File: config.mk
export PLATFORM = sky130hd
export DESIGN_NAME = seg_scan_decoder
export DESIGN_NICKNAME = d
export VERILOG_FILES = /design/src/rtl/seg_scan_decoder.sv
export SDC_FILE = /design/constraint.sdc
export NUM_CORES = 1
export LEC_CHECK = 0
export CORE_ASPECT_RATIO = 0.9
export CORE_MARGIN = 10
export CORE_UTILIZATION = 35
export CTS_CLUSTER_DIAMETER = 80
export DETAILED_ROUTE_END_ITERATION = 12
export GPL_ROUTABILITY_DRIVEN = 1
export MAX_ROUTING_LAYER = met4
export SLEW_MARGIN = 20
export SYNTH_ARGS = -nofsm -noshare
export SYNTH_HDL_FRONTEND = slang
export SYNTH_SLANG_ARGS = --single-unit
File: constraint.sdc
create_clock -name clk -period 6.5 [get_ports clk]
set_input_delay 1.625 -clock clk [delete_from_list [all_inputs] [get_ports clk]]
set_output_delay 1.625 -clock clk [all_outputs]
set_load 0.03 [all_outputs]
File: src/rtl/seg_scan_decoder.sv
// Readback of the multiplexed 7-segment bus: recovers per-anode BCD digits and dp into frames.
// Optional SEG_DECODE_ERR_CNT_EN adds a saturating count of undecodable captures.
module seg_scan_decoder #(
  parameter int unsigned STABLE_CYCLES  = 16,
  parameter int unsigned TIMEOUT_CYCLES = 2_000_000,
  parameter logic [7:0]  DIGIT_MASK     = 8'hFC
) (
  input  logic        clk,
  input  logic        clr,
  input  logic [7:0]  an,
  input  logic [7:0]  seg,
  output logic [31:0] digits_out,
  output logic [7:0]  dp_out,
  output logic        frame_valid,
  output logic        stale,
  output logic        seg_err,
  output logic [7:0]  err_count
);

  localparam int unsigned SW = $clog2(STABLE_CYCLES + 1);
  localparam int unsigned TW = $clog2(TIMEOUT_CYCLES + 1);

  typedef enum logic [1:0] {StIdle, StSettle, StLocked} state_e;

  function automatic logic [3:0] decode(input logic [6:0] s);
    case (s)
      7'h40:   decode = 4'd0;
      7'h79:   decode = 4'd1;
      7'h24:   decode = 4'd2;
      7'h30:   decode = 4'd3;
      7'h19:   decode = 4'd4;
      7'h12:   decode = 4'd5;
      7'h02:   decode = 4'd6;
      7'h78:   decode = 4'd7;
      7'h00:   decode = 4'd8;
      7'h10:   decode = 4'd9;
      default: decode = 4'hF;
    endcase
  endfunction

  function automatic logic [2:0] low_index(input logic [7:0] an_l);
    low_index = 3'd0;
    for (int i = 0; i < 8; i++) begin
      if (!an_l[i]) low_index = 3'(i);
    end
  endfunction

  logic [7:0]    an_meta_q, an_sync_q, an_smp_q;
  logic [7:0]    seg_meta_q, seg_sync_q, seg_smp_q;
  state_e        state_q, state_d;
  logic [SW-1:0] stab_q, stab_d;
  logic [7:0]    cand_an_q, cand_an_d, cand_seg_q, cand_seg_d;
  logic [31:0]   digit_sh_q, digit_sh_d, digits_q, digits_d;
  logic [7:0]    dp_sh_q, dp_sh_d, dp_q, dp_d;
  logic [7:0]    seen_q, seen_d;
  logic [TW-1:0] to_cnt_q, to_cnt_d;
  logic          frame_valid_q, frame_valid_d, stale_q, stale_d, seg_err_q, seg_err_d;

  logic       smp_valid, smp_blank, capture, frame_done, timeout_hit;
  logic [2:0] cap_idx;
  logic [3:0] cap_nib;

  assign smp_valid   = $onehot(~an_smp_q);
  assign smp_blank   = (seg_smp_q[6:0] == 7'h7F);
  assign cap_idx     = low_index(cand_an_q);
  assign cap_nib     = decode(cand_seg_q[6:0]);
  assign frame_done  = ((seen_q & DIGIT_MASK) == DIGIT_MASK);
  assign timeout_hit = !capture && (to_cnt_q == TW'(TIMEOUT_CYCLES - 1));

  always_comb begin
    state_d    = state_q;
    stab_d     = stab_q;
    cand_an_d  = cand_an_q;
    cand_seg_d = cand_seg_q;
    capture    = 1'b0;
    unique case (state_q)
      StIdle: begin
        if (smp_valid && !smp_blank) begin
          state_d    = StSettle;
          stab_d     = SW'(1);
          cand_an_d  = an_smp_q;
          cand_seg_d = seg_smp_q;
        end
      end
      StSettle: begin
        if (!smp_valid) begin
          state_d = StIdle;
          stab_d  = '0;
        end else if (smp_blank) begin
          // PWM off phase: neither counts nor breaks stability
          stab_d = stab_q;
        end else if (an_smp_q == cand_an_q && seg_smp_q == cand_seg_q) begin
          if (stab_q == SW'(STABLE_CYCLES - 1)) begin
            capture = 1'b1;
            state_d = StLocked;
            stab_d  = SW'(STABLE_CYCLES);
          end else begin
            stab_d = stab_q + SW'(1);
          end
        end else begin
          cand_an_d  = an_smp_q;
          cand_seg_d = seg_smp_q;
          stab_d     = SW'(1);
        end
      end
      StLocked: begin
        if (!smp_valid) begin
          state_d = StIdle;
          stab_d  = '0;
        end else if (an_smp_q != cand_an_q) begin
          state_d    = StSettle;
          cand_an_d  = an_smp_q;
          cand_seg_d = seg_smp_q;
          stab_d     = smp_blank ? SW'(0) : SW'(1);
        end else if (!smp_blank && seg_smp_q != cand_seg_q) begin
          state_d    = StSettle;
          cand_seg_d = seg_smp_q;
          stab_d     = SW'(1);
        end
      end
      default: begin
        state_d = StIdle;
        stab_d  = '0;
      end
    endcase
  end

  always_comb begin
    digit_sh_d    = digit_sh_q;
    dp_sh_d       = dp_sh_q;
    seen_d        = seen_q;
    digits_d      = digits_q;
    dp_d          = dp_q;
    frame_valid_d = frame_done;
    stale_d       = stale_q;
    seg_err_d     = capture && (cap_nib == 4'hF);
    to_cnt_d      = to_cnt_q;

    if (frame_done) begin
      digits_d = digit_sh_q;
      dp_d     = dp_sh_q;
      stale_d  = 1'b0;
      seen_d   = '0;
    end
    if (timeout_hit) begin
      stale_d = 1'b1;
      seen_d  = '0;
    end
    if (capture) begin
      digit_sh_d[{cap_idx, 2'b00} +: 4] = cap_nib;
      dp_sh_d[cap_idx]                  = ~cand_seg_q[7];
      seen_d[cap_idx]                   = 1'b1;
      to_cnt_d                          = '0;
    end else if (to_cnt_q != TW'(TIMEOUT_CYCLES)) begin
      to_cnt_d = to_cnt_q + TW'(1);
    end
  end

  always_ff @(posedge clk or posedge clr) begin
    if (clr) begin
      an_meta_q     <= 8'hFF;
      an_sync_q     <= 8'hFF;
      an_smp_q      <= 8'hFF;
      seg_meta_q    <= 8'hFF;
      seg_sync_q    <= 8'hFF;
      seg_smp_q     <= 8'hFF;
      state_q       <= StIdle;
      stab_q        <= '0;
      cand_an_q     <= 8'hFF;
      cand_seg_q    <= 8'hFF;
      digit_sh_q    <= '0;
      dp_sh_q       <= '0;
      seen_q        <= '0;
      digits_q      <= '0;
      dp_q          <= '0;
      frame_valid_q <= 1'b0;
      stale_q       <= 1'b1;
      seg_err_q     <= 1'b0;
      to_cnt_q      <= '0;
    end else begin
      an_meta_q     <= an;
      an_sync_q     <= an_meta_q;
      an_smp_q      <= an_sync_q;
      seg_meta_q    <= seg;
      seg_sync_q    <= seg_meta_q;
      seg_smp_q     <= seg_sync_q;
      state_q       <= state_d;
      stab_q        <= stab_d;
      cand_an_q     <= cand_an_d;
      cand_seg_q    <= cand_seg_d;
      digit_sh_q    <= digit_sh_d;
      dp_sh_q       <= dp_sh_d;
      seen_q        <= seen_d;
      digits_q      <= digits_d;
      dp_q          <= dp_d;
      frame_valid_q <= frame_valid_d;
      stale_q       <= stale_d;
      seg_err_q     <= seg_err_d;
      to_cnt_q      <= to_cnt_d;
    end
  end

`ifdef SEG_DECODE_ERR_CNT_EN
  logic [7:0] err_cnt_q;
  always_ff @(posedge clk or posedge clr) begin
    if (clr) begin
      err_cnt_q <= 8'h00;
    end else if (seg_err_d && err_cnt_q != 8'hFF) begin
      err_cnt_q <= err_cnt_q + 8'd1;
    end
  end
  assign err_count = err_cnt_q;
`else
  assign err_count = 8'h00;
`endif

  assign digits_out  = digits_q;
  assign dp_out      = dp_q;
  assign frame_valid = frame_valid_q;
  assign stale       = stale_q;
  assign seg_err     = seg_err_q;

endmodule

==> flow_metrics.tcl <==
set metrics [dict create \
    max_slew.worst_pin.slew_ns 0.965 \
    total_power_mw 3.08 \
    finalSetupViolCount 0 \
    path_delay_family "adder cells" \
    start_util_pct 35.7 \
    grt_pass1_vias 5162 \
    die_x_um 180 \
    root_buffer "clkbuf_16" \
    vias_per_cell 4.73 \
    fin_util_pct 42.1 \
    outcome "complete, no violations" \
    fin_tns_setup_ns 0 \
    yosys_warnings 0 \
    crit_arrival_ns 4.64 \
    cts_buffers 17 \
    clock_sinks 181 \
    dieArea_um2 29500 \
    path_max_fanout 28 \
    vias 5095 \
    power.density_nw_per_um2 323 \
    gp_congestion 0.804 \
    cp_common_cell "fa_1" \
    synth_area_leader_cell "dfrtp_1" \
    timing.fmax_mhz 231 \
    path_clk_slew_ns 0.07 \
    hold_class "register to register" \
    met2_usage_pct 15.7 \
    async_reset_ff_share_pct 100 \
    worstPathCellList "fa_1, inv_1, fa_1, fa_1, ha_1, inv_1, fa_1, nand2_1, and3_1, nand3_1, nor3_4, buf_4, and3_1, mux2_1" \
    dpl.cell_count 1045 \
    ir_drop_v 0.000186 \
    wirelength_um 15700 \
    period_minus_slack_ns 4.33 \
    drt-pass1-iter-count 5 \
    cts_tree "yes" \
    grt_overflow 0 \
    rsz0062_at_grt "false" \
    grt_use_total_pct 11.3 \
    antenna_found_initial 0 \
    leakage_nw 4.27 \
    cp_slowest_cell "dfstp_2" \
    synth-edff-count 0 \
    postCtsHoldBufs 0 \
    cts_resized 0 \
    std_cell_rows 52 \
    synth.avg_cell_area_um2 11.4 \
    synthCells 709 \
    netlist_area_um2 8060 \
    drv_cap 0 \
    antenna_cells 0 \
    io_buffers 60 \
    drv_slew 0 \
    critical_path_buf_inv_count 3 \
    drtIter0Drc 371 \
    dp_hpwl_um 11100 \
    clock_skew_ns 0.0124 \
    clock_latency_ns 0.43 \
    core_area_um2 22600 \
    ys_seq_elements 181 \
    grt_start_max_net_pins 109 \
    syn2layout_area_growth_pct 18.1 \
    place_ws_ns 2.14 \
    post_cts.repair.setup_buffers 0 \
    path_class "register to register" \
    synth_top_flop_cell "dfrtp_1" \
    layout-drive-gt1-share_pct 21.9 \
    cp.required_ns 6.81 \
    die_h_um 164 \
    drc 0 \
    grt_util_met3_pct 2.84 \
    cts_max_level 4 \
    antenna_left 0 \
    pin_count 69 \
    nets 801 \
    wl_per_cell_um 14.6 \
    grt_pass1_wl_um 27000 \
    synth.area.top_cells "dfrtp_1, dfstp_2, nand2_1" \
    synth_cell_type_count 69 \
    critPathMaxStageDelay_ns 0.56 \
    hold_violations 0 \
    synth_top_area_share_pct 36.0 \
    use_met1_pct 15.8 \
    seq_area_frac_synth_pct 57.2 \
    startpoint_type "register" \
    finalNonFillerCells 1077 \
    crit_path_end_kind "register" \
    cts.path.max_buffers 2 \
    worst_slack_ns 2.17 \
    period_share_pct 66.6 \
    max_slew_margin_pct 35.7 \
    top_usage_layer "met1" \
]
per-layer routing:
metal,up-vias,wire length [um]
met3,10,672
met1,2477,8130
met5,-,0
met2,108,6750
li1,2500,-
met4,0,142
stage by stage:
stage          hold slack [ns]  area (um2)
2_1_floorplan            0.345        8090
3_3_place_gp             0.346        8920
3_5_place_dp             0.347        8920
4_1_cts                  0.356        9520
5_1_grt                  0.358        9520
6_report                 0.355        9520
worst reg2reg max path: cells and delay by family, from the launching register on:
family / cells / cell delay, ns
adder cells (fa/ha/maj): 5 / 1.87
buffers and inverters: 3 / 0.43
flip-flops: 1 / 0.56
multiplexers: 1 / 0.34
AND/OR/NAND/NOR: 5 / 1.02
path summary, 6_finish.rpt:
check                                    from             end  slack (ns)  depth (start not counted)
min in group asynchronous                 clr     to_cnt_q[4]        1.82                          2
worst min-delay path            seg_sync_q[2]    seg_smp_q[2]        0.36                          0
worst max register to register    an_smp_q[1]  digit_sh_q[17]        2.17                         14
max in group asynchronous                 clr  digits_out[27]        3.54                          3
worst max-delay path              an_smp_q[1]  digit_sh_q[17]        2.17                         14
worst min register to register  seg_sync_q[2]    seg_smp_q[2]        0.36                          0
synth_stat cells (all sizes together), types with 8 or more instances:
cell type / count
mux2: 48
xor2: 8
dfstp: 65
dfrtp: 116
mux2i: 12
inv: 38
nand2: 138
clkbuf: 14
xnor2: 28
nand4: 17
nor2: 48
and3: 10
o21ai: 15
nor4: 12
nand3: 20
ha: 12
buf: 18
nor3: 18
layout make-up:
cell class / instances / area, um2
clock inverters: 13 / 156
well taps: 297 / 372
inverters: 38 / 148
fillers: 2154 / 13100
clock buffers: 19 / 443
flip-flops and latches: 181 / 4610
repair buffers: 64 / 631
multi-input cells: 465 / 3160
logic make-up after synthesis:
family,Yosys count,synth area share [%]
AND/OR/NAND/NOR,297,18.7
flip-flops,181,57.2
buffers and inverters,70,3.99
multiplexers,60,8.20
AO/OA/AOI/OAI,48,4.24
XOR/XNOR,36,4.75
adder cells (fa/ha/maj),16,2.86
other,1,0.0465
layout by cell type (no fill, tap or decap), types with 8 or more instances in the layout:
cell type / n
inv_1: 35
dfrtp_1: 116
o21ai_0: 14
nor3_1: 13
mux2_2: 36
clkbuf_16: 17
nand2_1: 138
nand3_1: 20
nand4_1: 13
and3_1: 10
nor4_1: 10
xnor2_1: 22
xor2_1: 8
clkdlybuf4s50_1: 60
nor2_1: 46
conb_1: 8
dfstp_2: 65
mux2i_1: 12
ha_1: 12
mux2_1: 12
where the power goes:
part           leakage, nW  total, mW  switching, mW  internal [mW]
logic                 1.70      0.644          0.366          0.279
clock network        0.290       1.03          0.476          0.559
registers             2.29       1.40          0.143           1.25
total                 4.27       3.08          0.985           2.09
Note: power is estimated with default switching activity, not from simulation.
